## config.mk

```make
export PLATFORM = sky130hd
export DESIGN_NAME = uart_tx_arbiter
export DESIGN_NICKNAME = d
export VERILOG_FILES = /design/src/rtl/uart_tx_arbiter.sv
export SDC_FILE = /design/constraint.sdc
export NUM_CORES = 1
export LEC_CHECK = 0
export ABC_AREA = 1
export CAP_MARGIN = 15
export CORE_MARGIN = 2
export CORE_UTILIZATION = 30
export CTS_BUF_LIST = sky130_fd_sc_hd__clkbuf_8
export CTS_CLUSTER_SIZE = 12
export DETAILED_ROUTE_END_ITERATION = 6
export GPL_ROUTABILITY_DRIVEN = 0
export PLACE_DENSITY = 0.64
export SLEW_MARGIN = 20
export SYNTH_ARGS = -nofsm -noshare
export SYNTH_HDL_FRONTEND = slang
export SYNTH_SLANG_ARGS = --single-unit
```

## constraint.sdc

```tcl
create_clock -name clk -period 4.3 [get_ports clk]
set_input_delay 0.645 -clock clk [delete_from_list [all_inputs] [get_ports clk]]
set_output_delay 0.645 -clock clk [all_outputs]
set_load 0.005 [all_outputs]
```

## src/rtl/uart_tx_arbiter.sv

```systemverilog
// Round-robin arbiter that shares one UART transmitter among NUM_REQ byte producers.
// One word is granted at a time; the frame ends on the DONE_PULSES-th tx_done_tick.
module uart_tx_arbiter #(
    parameter int NUM_REQ     = 4,
    parameter int DBIT_WIDTH  = 8,
    parameter int DONE_PULSES = 2,
    parameter int GAP_CYCLES  = 0,
    localparam int ID_W       = (NUM_REQ > 1) ? $clog2(NUM_REQ) : 1,
    localparam int DCNT_W     = $clog2(DONE_PULSES + 1)
) (
    input  logic                          clk,
    input  logic                          rst,
    input  logic                          enable,
    input  logic [NUM_REQ-1:0]            req_valid,
    input  logic [NUM_REQ*DBIT_WIDTH-1:0] req_data,
    output logic [NUM_REQ-1:0]            req_ack,
    output logic                          tx_start,
    output logic [DBIT_WIDTH-1:0]         tx_data,
    input  logic                          tx_done_tick,
    output logic                          busy,
    output logic [ID_W-1:0]               grant_id,
    output logic                          frame_done
);

    typedef enum logic [1:0] {
        S_IDLE = 2'd0,
        S_WAIT = 2'd1,
        S_GAP  = 2'd2
    } state_t;

    state_t                state;
    logic [ID_W-1:0]       last_grant;
    logic [DCNT_W-1:0]     done_cnt;
    logic [7:0]            gap_cnt;

    logic                  found;
    logic [ID_W-1:0]       winner;
    logic [ID_W-1:0]       cand;
    logic [DBIT_WIDTH-1:0] win_data;
    logic [NUM_REQ-1:0]    win_onehot;

    // Scan from the lowest priority (last_grant itself) up to the highest
    // (last_grant+1), so the final hit is the round-robin winner.
    always_comb begin
        found  = 1'b0;
        winner = last_grant;
        cand   = last_grant;
        for (int k = NUM_REQ; k >= 1; k--) begin
            cand = ID_W'((int'(last_grant) + k) % NUM_REQ);
            if (req_valid[cand]) begin
                found  = 1'b1;
                winner = cand;
            end
        end
    end

    always_comb begin
        win_data = '0;
        for (int i = 0; i < NUM_REQ; i++) begin
            if (winner == ID_W'(i)) begin
                win_data = req_data[i*DBIT_WIDTH +: DBIT_WIDTH];
            end
        end
    end

    assign win_onehot = {{(NUM_REQ-1){1'b0}}, 1'b1} << winner;

    always_ff @(posedge clk) begin
        if (rst) begin
            state      <= S_IDLE;
            last_grant <= ID_W'(NUM_REQ - 1);
            done_cnt   <= '0;
            gap_cnt    <= '0;
            req_ack    <= '0;
            tx_start   <= 1'b0;
            tx_data    <= '0;
            busy       <= 1'b0;
            grant_id   <= '0;
            frame_done <= 1'b0;
        end else begin
            tx_start   <= 1'b0;
            req_ack    <= '0;
            frame_done <= 1'b0;
            case (state)
                S_IDLE: begin
                    if (enable && found) begin
                        tx_data    <= win_data;
                        grant_id   <= winner;
                        last_grant <= winner;
                        req_ack    <= win_onehot;
                        tx_start   <= 1'b1;
                        busy       <= 1'b1;
                        done_cnt   <= '0;
                        state      <= S_WAIT;
                    end
                end
                S_WAIT: begin
                    if (tx_done_tick) begin
                        if (done_cnt == DCNT_W'(DONE_PULSES - 1)) begin
                            frame_done <= 1'b1;
                            done_cnt   <= '0;
                            if (GAP_CYCLES > 0) begin
                                gap_cnt <= '0;
                                state   <= S_GAP;
                            end else begin
                                busy  <= 1'b0;
                                state <= S_IDLE;
                            end
                        end else begin
                            done_cnt <= done_cnt + DCNT_W'(1);
                        end
                    end
                end
                S_GAP: begin
                    if (gap_cnt == 8'(GAP_CYCLES - 1)) begin
                        gap_cnt <= '0;
                        busy    <= 1'b0;
                        state   <= S_IDLE;
                    end else begin
                        gap_cnt <= gap_cnt + 8'd1;
                    end
                end
                default: state <= S_IDLE;
            endcase
        end
    end

endmodule

```

# Word level (Yosys, flattened, before mapping)
# Cells that the tools add are included.
# W data, S select, Z words.
dict set report op_classes {
  n_addsub 6
  magnitude_cmp 4
  n_eq_ne 11
  shifts 1
  mux 37
  bitwise_logic 4
  reduce_logical 12
}
# operator n
set op_table {}
lappend op_table {{$mux W8} 5}
lappend op_table {{$mux W2} 11}
lappend op_table {{$mux W1} 14}
lappend op_table {{$lt A2 B3 Y1 const B} 4}
lappend op_table {{$add A8 B1 Y8 const B} 1}
lappend op_table {{$bmux W1 S2} 4}
lappend op_table {{$eq A8 B8 Y1 const B} 1}
lappend op_table {{$ne A2 B2 Y1 const B} 4}
lappend op_table {{$add A2 B1 Y2 const B} 3}
lappend op_table {{$eq A2 B1 Y1 const B} 3}
lappend op_table {{$eq A2 B2 Y1 const B} 3}
lappend op_table {{$pmux W2 S3} 1}
lappend op_table {{$reduce_or A3 Y1} 2}
lappend op_table {{$reduce_and A5 Y1} 1}
lappend op_table {{$add A2 B2 Y2 const B} 2}
lappend op_table {{$logic_not A2 Y1} 2}
lappend op_table {{$not A1 Y1} 4}
lappend op_table {{$pmux W2 S2} 1}
lappend op_table {{$reduce_and A4 Y1} 1}
lappend op_table {{$shl A1 B2 Y4 const A} 1}
lappend op_table {{$pmux W1 S3} 1}
lappend op_table {{$reduce_and A3 Y1} 1}
lappend op_table {{$reduce_bool A3 Y1} 1}
lappend op_table {{$reduce_and A2 Y1} 1}
lappend op_table {{other kinds (3)} 3}
dict set report word_totals {
  regBits 31
  output_inout_bits 17
  word_cells 85
}

# Logic depth before layout (Yosys ltp)
dict set report logic_depth {
  ltp_word 12
  mapped_depth 16
  depth_no_buf 15
}

# Worst setup path after synthesis
# No wires, ideal clock.
dict set report synth_path {
  path_kind {input port to flip-flop}
  startpoint {input req_valid[1]}
  endpoint {register tx_data[1]}
  arrival_time_ps 1567
  slack_ps 2616
  stages 14
  n_path_buf 1
  path_cell_list {inv_1 nand2_1 nand3_2 nand2_1 inv_1 nand2_2 nand2_2 nand2_2 nand2_2 buf_6 nand3_1 nand2_1 nor2_1 nor2_1}
}
dict set report synth_via {
  elab_chain_len 11
  word_cells_on_any_way 26
  cone_classes {eq/ne: 3; mux: 20; reduce/logical: 3}
}
# element line
set synth_rtl {}
lappend synth_rtl {{start, declared} 14} ;# input logic [NUM_REQ-1:0] req_valid,
lappend synth_rtl {{$bmux W1 S2} 50} ;# if (req_valid[cand]) begin
lappend synth_rtl {{$mux W1 (implied by the code)} 50}
lappend synth_rtl {{$mux W2 (4 in series)} 50}
lappend synth_rtl {{$logic_not A2 Y1} 60} ;# if (winner == ID_W'(i)) begin
lappend synth_rtl {{$mux W8 (4 in series)} 60}
lappend synth_rtl {{end signal, assigned} 87} ;# tx_data <= win_data;
lappend synth_rtl {{end, declared} 18} ;# output logic [DBIT_WIDTH-1:0] tx_data,
# Parallel ways exist; a longest one is shown, timed or not. The select of a mux whose other input is x is not followed.
# A chain may end at the register's enable or synchronous reset.

# Worst setup path in the final report
dict set report layout_path {
  startpoint {input req_valid[3]}
  endpoint {register tx_data[0]}
}
# Same word-level chain as after synthesis.

==> results.txt <==
Synthesized area = 0.00124 mm2
Pre-CTS setup slack = 1.70 ns
Hold Path Origin = done_cnt[1]
Layout cells sized above 1 = 10.2%
DRC viols = 0
Clock Skew = 0.000826 ns
I/O pin count = 57
Detail Route Antenna Nets = 0
Layout fillers = 434
Die span in y = 68.2 um
Origin of the critical flop-to-flop path = last_grant[0]
DP HPWL = 2560 um
Final setup fails = 0
Worst setup EP type = register
DP Area = 0.00180 mm2
Synth-to-layout area growth = 49.6%
Worst r2r path cells = 13
Die area = 0.00465 mm2
HP Class = register to register
Post-CTS sizing = 0
Status = finished clean
Worst setup SP type = input pin
Cell area power density = 469 mW/mm2
Drt initial violations = 71
Overall Global Routing Usage = 15.1%
Worst slew margin = 66.3%
EDFF count, synth = 0
Clock slew at reported path FFs = 0.07 ns
Final wirelength = 3250 um
Tcrit/Tclk final = 53.6%
Setup ws final = 2.00 ns
Worst reg2reg setup slack = 2.20 ns
Vias in the first global route = 1240
Row count = 23
Root buffer cell = clkbuf_8
Synth unique cells = 26
Hold Path Sink = done_cnt[1]
Crit path top cell by count = nand2_1
GR Overflow Total = 0
# diodes = 0
Req. time, crit path = 4.46 ns
Slowest stage delay, CP = 0.49 ns
Critical setup path kind = input pin to register
Max Clk Rate = 434 MHz
Via density = 4.54
Leakage = 0.847 nW
Post-synthesis sequential area ratio = 34.0%
# clock sinks = 21
Critical R2R Capture = tx_data[0]
Syn Area/Cell = 6.47 um2
Largest net degree at the start of global routing = 19
Fin crit period = 2.30 ns
Ys Warns = 0
Pins Over Slew Limit = 0
Post-CTS Setup Bufs = 0
Die Wd = 68.2 um
Drt pass-1 iters = 4
CTS tree = yes
Max VDD drop = 0.191 mV
Total negative slack = 0 ns
Critical-path cell list = clkdlybuf4s50_1 -> inv_1 -> nand2_1 -> nand3_1 -> nand3_1 -> nand2_1 -> nand2_2 -> nand3_1 -> o21ai_0 -> inv_1 -> nand2_1 -> nand2_1
Initial antenna violation count = 0
H-tree levels = 1
Async SR Flop Fraction = 0%
Synth Net Count = 231
Finished Cell Area = 0.00185 mm2
WL per Instance = 11.0 um
RSZ-0062 raised after global routing = no
Hold Path Stages = 2
Worst path slowest cell = clkdlybuf4s50_1
Core area = 0.00397 mm2
Final core occ = 46.6%
TritonCTS Buffers = 3
#FFs+latches synth = 21
Final Power = 0.867 mW
# nets final = 286
CTS Hold Bufs = 0
Max Cap Viol = 0
Crit path DAT = 2.46 ns
Clk buf depth = 2
Mapped Cells = 191
DR vias = 1340
Initial Util = 31.1%
Worst-Skew Late Latency = 0.25 ns
Ys flop type = dfxtp_1
Hold Vio Cnt, Final = 0
I/O Buffers = 56
Most frequent cells in the layout = nand2_1 (63), clkdlybuf4s50_1 (56), nand3_1 (23), dfxtp_1 (21), nor2_1 (18)
Actual slew at the worst max-slew pin = 0.504 ns
First-pass GRT wire length = 5390 um
Most common cell after layout, fill and taps aside = nand2_1
Critical Path Fanout Max = 18
metal layers:
layer,vias up,track usage [%],part of all wire [%],wire [um]
met4,0,3.75,0.58,19
met2,40,25.6,47,1510
met1,584,19.7,46,1510
li1,714,-,-,-
met3,2,2.96,6.4,207
met5,-,0,0,0
worst max-delay path: cells and delay by family:
kind	cells	cell delay, ns
simple gates	8	1.00
compound gates	1	0.22
buf+inv	3	0.60
state kept, by name, summed over array words and instances (netlist names):
name	cells
tx_data	8
req_ack	4
done_cnt	2
grant_id	2
last_grant	2
busy	1
frame_done	1
tx_start	1
kinds of logic (layout without fill, tap and decap cells):
logic type      count (synthesis)  in the layout  share of synthesized area [%]
flops                          21             21                           34.0
simple gates                  126            126                           46.8
compound gates                 17             17                           7.49
buf+inv                        27             81                           11.7
how the worst max path moves through the flow:
stage,start,slack [ns],cells past startpoint,to
6_report,req_valid[3],2.00,12,tx_data[0]
5_1_grt,req_valid[3],1.73,12,tx_data[0]
4_1_cts,req_valid[2],1.98,12,tx_data[0]
3_5_place_dp,req_valid[2],1.70,12,tx_data[0]
3_3_place_gp,req_valid[3],1.74,12,tx_data[3]
2_1_floorplan,req_valid[1],2.62,14,tx_data[1]
cell usage after synthesis (2+ instances only):
library cell	number	share of area [%]
inv_2	4	1.2
buf_6	4	3.6
dfxtp_1	21	34
nand3_1	23	9.3
nor2_1	18	5.5
a21oi_1	4	1.6
a22oi_1	2	1.2
o21ai_1	2	0.81
o21ai_0	8	3.2
inv_1	15	4.6
nand2_2	9	4.6
nand4_1	3	1.5
nand2_1	63	19
nand3_2	3	2.4
final cells by class:
class                      count  area (um2)  share of cell area, %
clock buffer                   3        41.3                   2.23
clock inverter                 1        5.00                  0.271
inverter                      21        88.8                   4.80
multi-input combinational    143         671                   36.3
sequential                    21         420                   22.7
tap                           50        62.6                   3.38
timing repair buffer          56         561                   30.3
power breakdown:
| part | total [mW] | internal [mW] | leakage, nW | switching [mW] |
|---|---|---|---|---|
| sequential | 0.255 | 0.229 | 0.172 | 0.0259 |
| clock | 0.125 | 0.0643 | 0.0255 | 0.0606 |
| combinational | 0.487 | 0.193 | 0.649 | 0.295 |
metrics by stage:
step | hold slack, ns | std cells
after CTS | 0.453 | 295
after global placement | 0.434 | 291
after detailed placement | 0.442 | 291
final | 0.452 | 295
after global routing | 0.464 | 295
after floorplan | 0.422 | 191
(Power assumes the default switching activity.)
